--- src/rtl/fetch_stage_if.sv ---
// Fetch-stage bus bundle: redirect/stall controls in, imem address/data, IF/ID register out.
// No latency of its own; it is wiring between fetch_stage and its neighbours.
// No backpressure on this bundle beyond the stall level signal carried here.
//
// Ports (signals):
//   stall, redirect_valid, redirect_pc  : control from decode / execute
//   imem_addr / imem_data               : combinational instruction-memory port
//   id_instr, id_pc_plus4, id_valid     : IF/ID pipeline register contents
//   fetch_count                         : running count of instructions accepted into IF/ID
// Modports: master = fetch stage side, slave = surrounding pipeline / memory side.
interface fetch_stage_if #(
    parameter int ADDR_W  = 16,
    parameter int INSTR_W = 16
);
    logic               stall;
    logic               redirect_valid;
    logic [ADDR_W-1:0]  redirect_pc;
    logic [ADDR_W-1:0]  imem_addr;
    logic [INSTR_W-1:0] imem_data;
    logic [INSTR_W-1:0] id_instr;
    logic [ADDR_W-1:0]  id_pc_plus4;
    logic               id_valid;
    logic [15:0]        fetch_count;

    modport master (
        input  stall, redirect_valid, redirect_pc, imem_data,
        output imem_addr, id_instr, id_pc_plus4, id_valid, fetch_count
    );

    modport slave (
        output stall, redirect_valid, redirect_pc, imem_data,
        input  imem_addr, id_instr, id_pc_plus4, id_valid, fetch_count
    );
endinterface

--- src/rtl/fetch_stage.sv ---
// Instruction fetch: owns the PC, presents it to imem, registers the returned word into IF/ID.
// Latency: instruction at pc appears on id_instr one rising edge after pc is presented.
// Backpressure: stall holds PC, IF/ID and fetch_count; a redirect overrides stall and loads a bubble.
//
// Ports:
//   clk  : clock, all state updates on the rising edge
//   rst  : synchronous active-high reset
//   bus  : fetch_stage_if.master (stall/redirect in, imem port, IF/ID register and fetch_count out)
module fetch_stage #(
    parameter int                ADDR_W    = 16,
    parameter int                INSTR_W   = 16,
    parameter int                PC_STEP   = 4,
    parameter logic [ADDR_W-1:0]  RESET_PC  = 16'h0000,
    parameter logic [INSTR_W-1:0] NOP_INSTR = 16'h0000
) (
    input  logic          clk,
    input  logic          rst,
    fetch_stage_if.master bus
);

    localparam logic [ADDR_W-1:0] STEP = ADDR_W'(PC_STEP);

    // IF/ID pipeline register kept as one packed word so hold/flush act on it as a unit.
    typedef struct packed {
        logic [INSTR_W-1:0] instr;
        logic [ADDR_W-1:0]  pc_plus4;
        logic               vld;
    } ifid_t;

    localparam ifid_t IFID_BUBBLE = '{instr: NOP_INSTR, pc_plus4: '0, vld: 1'b0};

    logic [ADDR_W-1:0] pc_q, pc_d;
    ifid_t             ifid_q, ifid_d;
    logic [15:0]       fcnt_q, fcnt_d;
    logic [ADDR_W-1:0] pc_inc;

    // Wraps modulo 2^ADDR_W by construction (0xFFFC + 4 -> 0x0000).
    assign pc_inc = pc_q + STEP;

    always_comb begin
        pc_d   = pc_q;
        ifid_d = ifid_q;
        fcnt_d = fcnt_q;
        if (bus.redirect_valid) begin
            // Redirect wins over stall: the stalled instruction belongs to the squashed path.
            pc_d   = {bus.redirect_pc[ADDR_W-1:2], 2'b00};
            ifid_d = IFID_BUBBLE;
        end else if (!bus.stall) begin
            pc_d            = pc_inc;
            ifid_d.instr    = bus.imem_data;
            ifid_d.pc_plus4 = pc_inc;
            ifid_d.vld      = 1'b1;
            fcnt_d          = fcnt_q + 16'd1;
        end
    end

    always_ff @(posedge clk) begin
        if (rst) begin
            pc_q   <= RESET_PC;
            ifid_q <= IFID_BUBBLE;
            fcnt_q <= 16'd0;
        end else begin
            pc_q   <= pc_d;
            ifid_q <= ifid_d;
            fcnt_q <= fcnt_d;
        end
    end

    assign bus.imem_addr   = pc_q;
    assign bus.id_instr    = ifid_q.instr;
    assign bus.id_pc_plus4 = ifid_q.pc_plus4;
    assign bus.id_valid    = ifid_q.vld;
    assign bus.fetch_count = fcnt_q;

endmodule
--- src/flat_wrapper.sv ---
// flat-port wrapper written by rule: the top's interface ports become plain ports
module fetch_stage_flat 
#(
    parameter int                ADDR_W    = 16,
    parameter int                INSTR_W   = 16,
    parameter int                PC_STEP   = 4,
    parameter logic [ADDR_W-1:0]  RESET_PC  = 16'h0000,
    parameter logic [INSTR_W-1:0] NOP_INSTR = 16'h0000
)
  (clk, rst, bus_stall, bus_redirect_valid, bus_redirect_pc, bus_imem_data, bus_imem_addr, bus_id_instr, bus_id_pc_plus4, bus_id_valid, bus_fetch_count);
  fetch_stage_if #(.ADDR_W(ADDR_W), .INSTR_W(INSTR_W)) bus_i ();
  input  logic clk;
  input  logic rst;
  input wire logic [$bits(bus_i.stall)-1:0] bus_stall;
  input wire logic [$bits(bus_i.redirect_valid)-1:0] bus_redirect_valid;
  input wire logic [$bits(bus_i.redirect_pc)-1:0] bus_redirect_pc;
  input wire logic [$bits(bus_i.imem_data)-1:0] bus_imem_data;
  output wire logic [$bits(bus_i.imem_addr)-1:0] bus_imem_addr;
  output wire logic [$bits(bus_i.id_instr)-1:0] bus_id_instr;
  output wire logic [$bits(bus_i.id_pc_plus4)-1:0] bus_id_pc_plus4;
  output wire logic [$bits(bus_i.id_valid)-1:0] bus_id_valid;
  output wire logic [$bits(bus_i.fetch_count)-1:0] bus_fetch_count;
  assign bus_i.stall = bus_stall;
  assign bus_i.redirect_valid = bus_redirect_valid;
  assign bus_i.redirect_pc = bus_redirect_pc;
  assign bus_i.imem_data = bus_imem_data;
  assign bus_imem_addr = bus_i.imem_addr;
  assign bus_id_instr = bus_i.id_instr;
  assign bus_id_pc_plus4 = bus_i.id_pc_plus4;
  assign bus_id_valid = bus_i.id_valid;
  assign bus_fetch_count = bus_i.fetch_count;
  fetch_stage #(.ADDR_W(ADDR_W), .INSTR_W(INSTR_W), .PC_STEP(PC_STEP), .RESET_PC(RESET_PC), .NOP_INSTR(NOP_INSTR)) u_core (.clk(clk), .rst(rst), .bus(bus_i));
endmodule
--- config.mk ---
export PLATFORM = sky130hd
export DESIGN_NAME = fetch_stage_flat
export DESIGN_NICKNAME = d
export VERILOG_FILES = /design/src/rtl/fetch_stage_if.sv /design/src/rtl/fetch_stage.sv /design/src/flat_wrapper.sv
export SDC_FILE = /design/constraint.sdc
export NUM_CORES = 1
export LEC_CHECK = 0
export CAP_MARGIN = 20
export CORE_UTILIZATION = 45
export DETAILED_ROUTE_END_ITERATION = 7
export PLACE_DENSITY = 0.89
export SYNTH_ARGS = -nofsm -noshare
export SYNTH_HDL_FRONTEND = slang
export SYNTH_SLANG_ARGS = --single-unit
--- constraint.sdc ---
create_clock -name clk -period 1.9 [get_ports clk]
set_input_delay 0.19 -clock clk [delete_from_list [all_inputs] [get_ports clk]]
set_output_delay 0.19 -clock clk [all_outputs]
set_load 0.01 [all_outputs]
==> summary.md <==
In this run, CTS created clock tree buffers numbering 9. TritonCTS built the clock tree. In the synthesized netlist, the number of instances is 325. The tools report the number of clock sinks as 61. Internal reg-to-reg setup slack: 0.16 ns. The die covers 6570 um2. The path category of the worst min-delay check was in -> reg. The tools report the root buffer cell as sky130_fd_sc_hd__clkbuf_8. Of the cells placed in the final design, the portion with a size suffix greater than 1 is 7.01%. The die is 81.0 um tall. 0 antenna diodes ended up in the layout.

Of the available clock period, the critical path in the final layout requires 91.6%. The tools report the setup TNS as 0 ns. The run finished with clean final reports. Placeable core area: 5990 um2. Setup repair after global routing left no endpoint under its margin. At the end of the flow, the number of nets in the layout was 462. The final number of hold-violating endpoints was 0; the post-cts sizing count was 0.

Clock-pin slew was measured on the worst setup and hold paths at 0.06 ns. For the starting utilization of the core area, the log shows 46.9%. Terminus of the critical flop-to-flop path: u_core.bus.imem_addr[15]. For this run, the number of Yosys warnings is 0. At the pin with the least slew margin, the transition time is 0.504 ns. After the first detailed-routing iteration, the DRC count stood at 53. For the number of iterations in the first detailed-routing pass, the log shows 4. The run gives 2.12 ns as the data required time of the critical path. Counting flops with an async set or reset pin after synthesis yields a share of 0%. By area the synthesized netlist is led by sky130_fd_sc_hd__dfxtp_1 (43%), sky130_fd_sc_hd__mux2i_1 (7.5%), sky130_fd_sc_hd__xor2_1 (5.9%). In the layout the commonest cells are sky130_fd_sc_hd__clkdlybuf4s50_1 (93), sky130_fd_sc_hd__dfxtp_1 (61), sky130_fd_sc_hd__nor2_1 (43), sky130_fd_sc_hd__a21oi_1 (27), sky130_fd_sc_hd__mux2i_1 (21). The detailed placement HPWL is 4.92 mm. Measured against its own limit, the worst slew margin works out to 66.4%.

On the final layout, the worst clock skew is 0.00687 ns. Leaving out fill and tap cells, the most frequent cell in the layout is sky130_fd_sc_hd__clkdlybuf4s50_1. The tools report the standard-cell row count as 28. In this run the worst path has a maximum fanout of 7.

The run gives 0 as the residual DRC count. The cell depth of the worst hold path is 3. The kind of critical path was reg -> reg. After synthesis the netlist holds a flip-flop and latch count of 61.

The critical register-to-register path startpoint is u_core.bus.imem_addr[7]. Global routing used 21.1% of the available tracks across all layers. The number of antenna violations at the first check in global routing was 0; the worst vdd rail ir drop was 0.000430 V. The run gives 2320 as the via count of the first global-routing pass. At the end of the flow the core is filled with cells to 67.1%.

Pin placement for this block handled 101 I/O pins. The worst path in the final design needs a cycle of 1.74 ns, including I/O delays and setup. The most used flip-flop cell after synthesis is sky130_fd_sc_hd__dfxtp_1. STA classifies the critical path startpoint as a flop.

The synthesized netlist occupies a cell area of 2810 um2. After clock tree synthesis, the setup repair step added 0 buffers. The tools report the clock latency reported for the late side of the worst-skew pair as 0.32 ns. STA classifies the critical path endpoint as a flop. At the end of routability-driven placement, the weighted congestion stood at 0.798. The number of hold buffers added after CTS was 0. The routed via count divided by cell count is 5.13, and the final-report setup violation count is 0. In the final routed layout, each cell accounts on average for 13.4 um. STA puts the critical path data arrival time at 1.96 ns. The biggest area contributor in the post-synthesis netlist is sky130_fd_sc_hd__dfxtp_1.

A synthesized cell averages 8.65 um2. The layout overhead on the synthesized area was 43.0%; the pin count of the biggest net entering global routing was 40. The run gives 478 as the number of fillers in the final layout. The start point of the worst hold path was bus_stall. For hold timing, the worst endpoint is u_core.bus.id_pc_plus4[15]. The tools report the maximum achievable frequency as 0.574 GHz. The sum of overflow across all layers after global routing is 0, and the sequential cell area fraction in the yosys report is 43.4%. The final route contains 2578 vias. The max-slew violation count is 0, and the count of flip-flops with a built-in enable after synthesis is 0. The area share of the leading cell type in the synthesized netlist was 43.4%.

In this run the static leakage power is 1.56 nW. The tools report the first-pass GRT wire length as 10.6 mm. Yosys mapped the design onto 39 distinct sky130hd cell types.

Across the run, the number of max-cap violations was 0. The horizontal extent of the die is 81.0 um. The port buffer count is 94, and the power per standard cell area is 689 nW/um2. Clock tree buffer depth: 2.

Routed wire length: 6.73 mm. For the total number of H-tree levels, the log shows 3. In this run the remaining antenna-violating nets after routing total 0. Number of cells on the worst reg-to-reg path: 4.
through the flow:
stage	hold WS [ns]	area (um2)	std cells	setup slack, ns	power [mW]
final	0.360	4020	503	0.159	2.77
after global routing	0.354	4020	503	0.0472	2.91
after CTS	0.331	4020	503	0.187	2.81
after detailed placement	0.447	3840	488	0.0534	1.77
after global placement	0.436	3840	488	0.127	1.76
after floorplan	0.332	2820	328	0.232	1.58
kinds of logic (layout without fill, tap and decap cells):
group | Yosys count | after routing | synth area share, %
AOI/OAI and AO/OA | 57 | 57 | 12.4
and+or+nand+nor | 111 | 111 | 19.6
xor gates and xnor gates | 30 | 30 | 9.35
muxes | 22 | 22 | 7.88
DFF | 61 | 61 | 43.4
adders and majority gates | 2 | 2 | 0.890
buffers and inverters | 41 | 141 | 6.32
other | 1 | 4 | 0.133
worst max-delay path: stages, from the launching register on:
cell	delay, ns
sky130_fd_sc_hd__dfxtp_1	0.51
sky130_fd_sc_hd__nand4_1	0.30
sky130_fd_sc_hd__nor3_2	0.36
sky130_fd_sc_hd__a211oi_1	0.12
sky130_fd_sc_hd__a2111oi_1	0.34
flip-flops by register name (all words and copies together) (netlist names):
register,count
u_core.bus.id_instr,16
u_core.bus.id_valid,1
u_core.bus.id_pc_plus4,14
u_core.bus.imem_addr,14
u_core.bus.fetch_count,16
final cells by class:
cell class                 instances  area (um2)  share of cell area [%]
clock inverter                     1        5.00                   0.124
clock buffer                      14         173                    4.29
tap                               75        93.8                    2.33
inverter                          19        71.3                    1.77
multi-input combinational        226        1420                    35.4
sequential                        61        1220                    30.4
timing repair buffer             107        1030                    25.7
metal layers:
layer  wire, um  GRT usage [%]  vias up
met2       3160           34.0       99
met3        590           8.43       20
met5          0              0        -
li1           -              -     1293
met1       2850           24.7     1166
met4        123           9.11        0
Yosys cell counts, types with 4 or more instances:
| cell | n |
|---|---|
| sky130_fd_sc_hd__dfxtp_1 | 61 |
| sky130_fd_sc_hd__nor2_1 | 43 |
| sky130_fd_sc_hd__a21oi_1 | 27 |
| sky130_fd_sc_hd__buf_2 | 4 |
| sky130_fd_sc_hd__clkbuf_1 | 11 |
| sky130_fd_sc_hd__or3_1 | 6 |
| sky130_fd_sc_hd__inv_1 | 19 |
| sky130_fd_sc_hd__mux2i_1 | 21 |
| sky130_fd_sc_hd__nand3_1 | 6 |
| sky130_fd_sc_hd__o21a_1 | 14 |
| sky130_fd_sc_hd__nand4_1 | 9 |
| sky130_fd_sc_hd__buf_4 | 5 |
| sky130_fd_sc_hd__xor2_1 | 19 |
| sky130_fd_sc_hd__nand2_1 | 15 |
| sky130_fd_sc_hd__nor3_1 | 12 |
| sky130_fd_sc_hd__nor4_1 | 7 |
| sky130_fd_sc_hd__o21ai_1 | 5 |
| sky130_fd_sc_hd__a21o_1 | 4 |
| sky130_fd_sc_hd__xnor2_1 | 11 |
power by group:
group | switching, mW | internal (mW)
Clock | 0.452 | 0.572
Sequential | 0.0458 | 1.32
Combinational | 0.161 | 0.213
Total | 0.659 | 2.11
worst max path at each step:
stage / slack, ns / endpoint / cells past startpoint / from
2_1_floorplan: 0.23 / u_core.bus.imem_addr[12] / 6 / u_core.bus.imem_addr[2]
3_3_place_gp: 0.13 / u_core.bus.fetch_count[9] / 5 / bus_redirect_valid
3_5_place_dp: 0.05 / u_core.bus.fetch_count[9] / 5 / bus_redirect_valid
4_1_cts: 0.19 / u_core.bus.imem_addr[15] / 4 / u_core.bus.imem_addr[7]
5_1_grt: 0.05 / u_core.bus.imem_addr[15] / 4 / u_core.bus.imem_addr[7]
6_report: 0.16 / u_core.bus.imem_addr[15] / 4 / u_core.bus.imem_addr[7]
No activity file was read; power rests on OpenSTA's default activity.
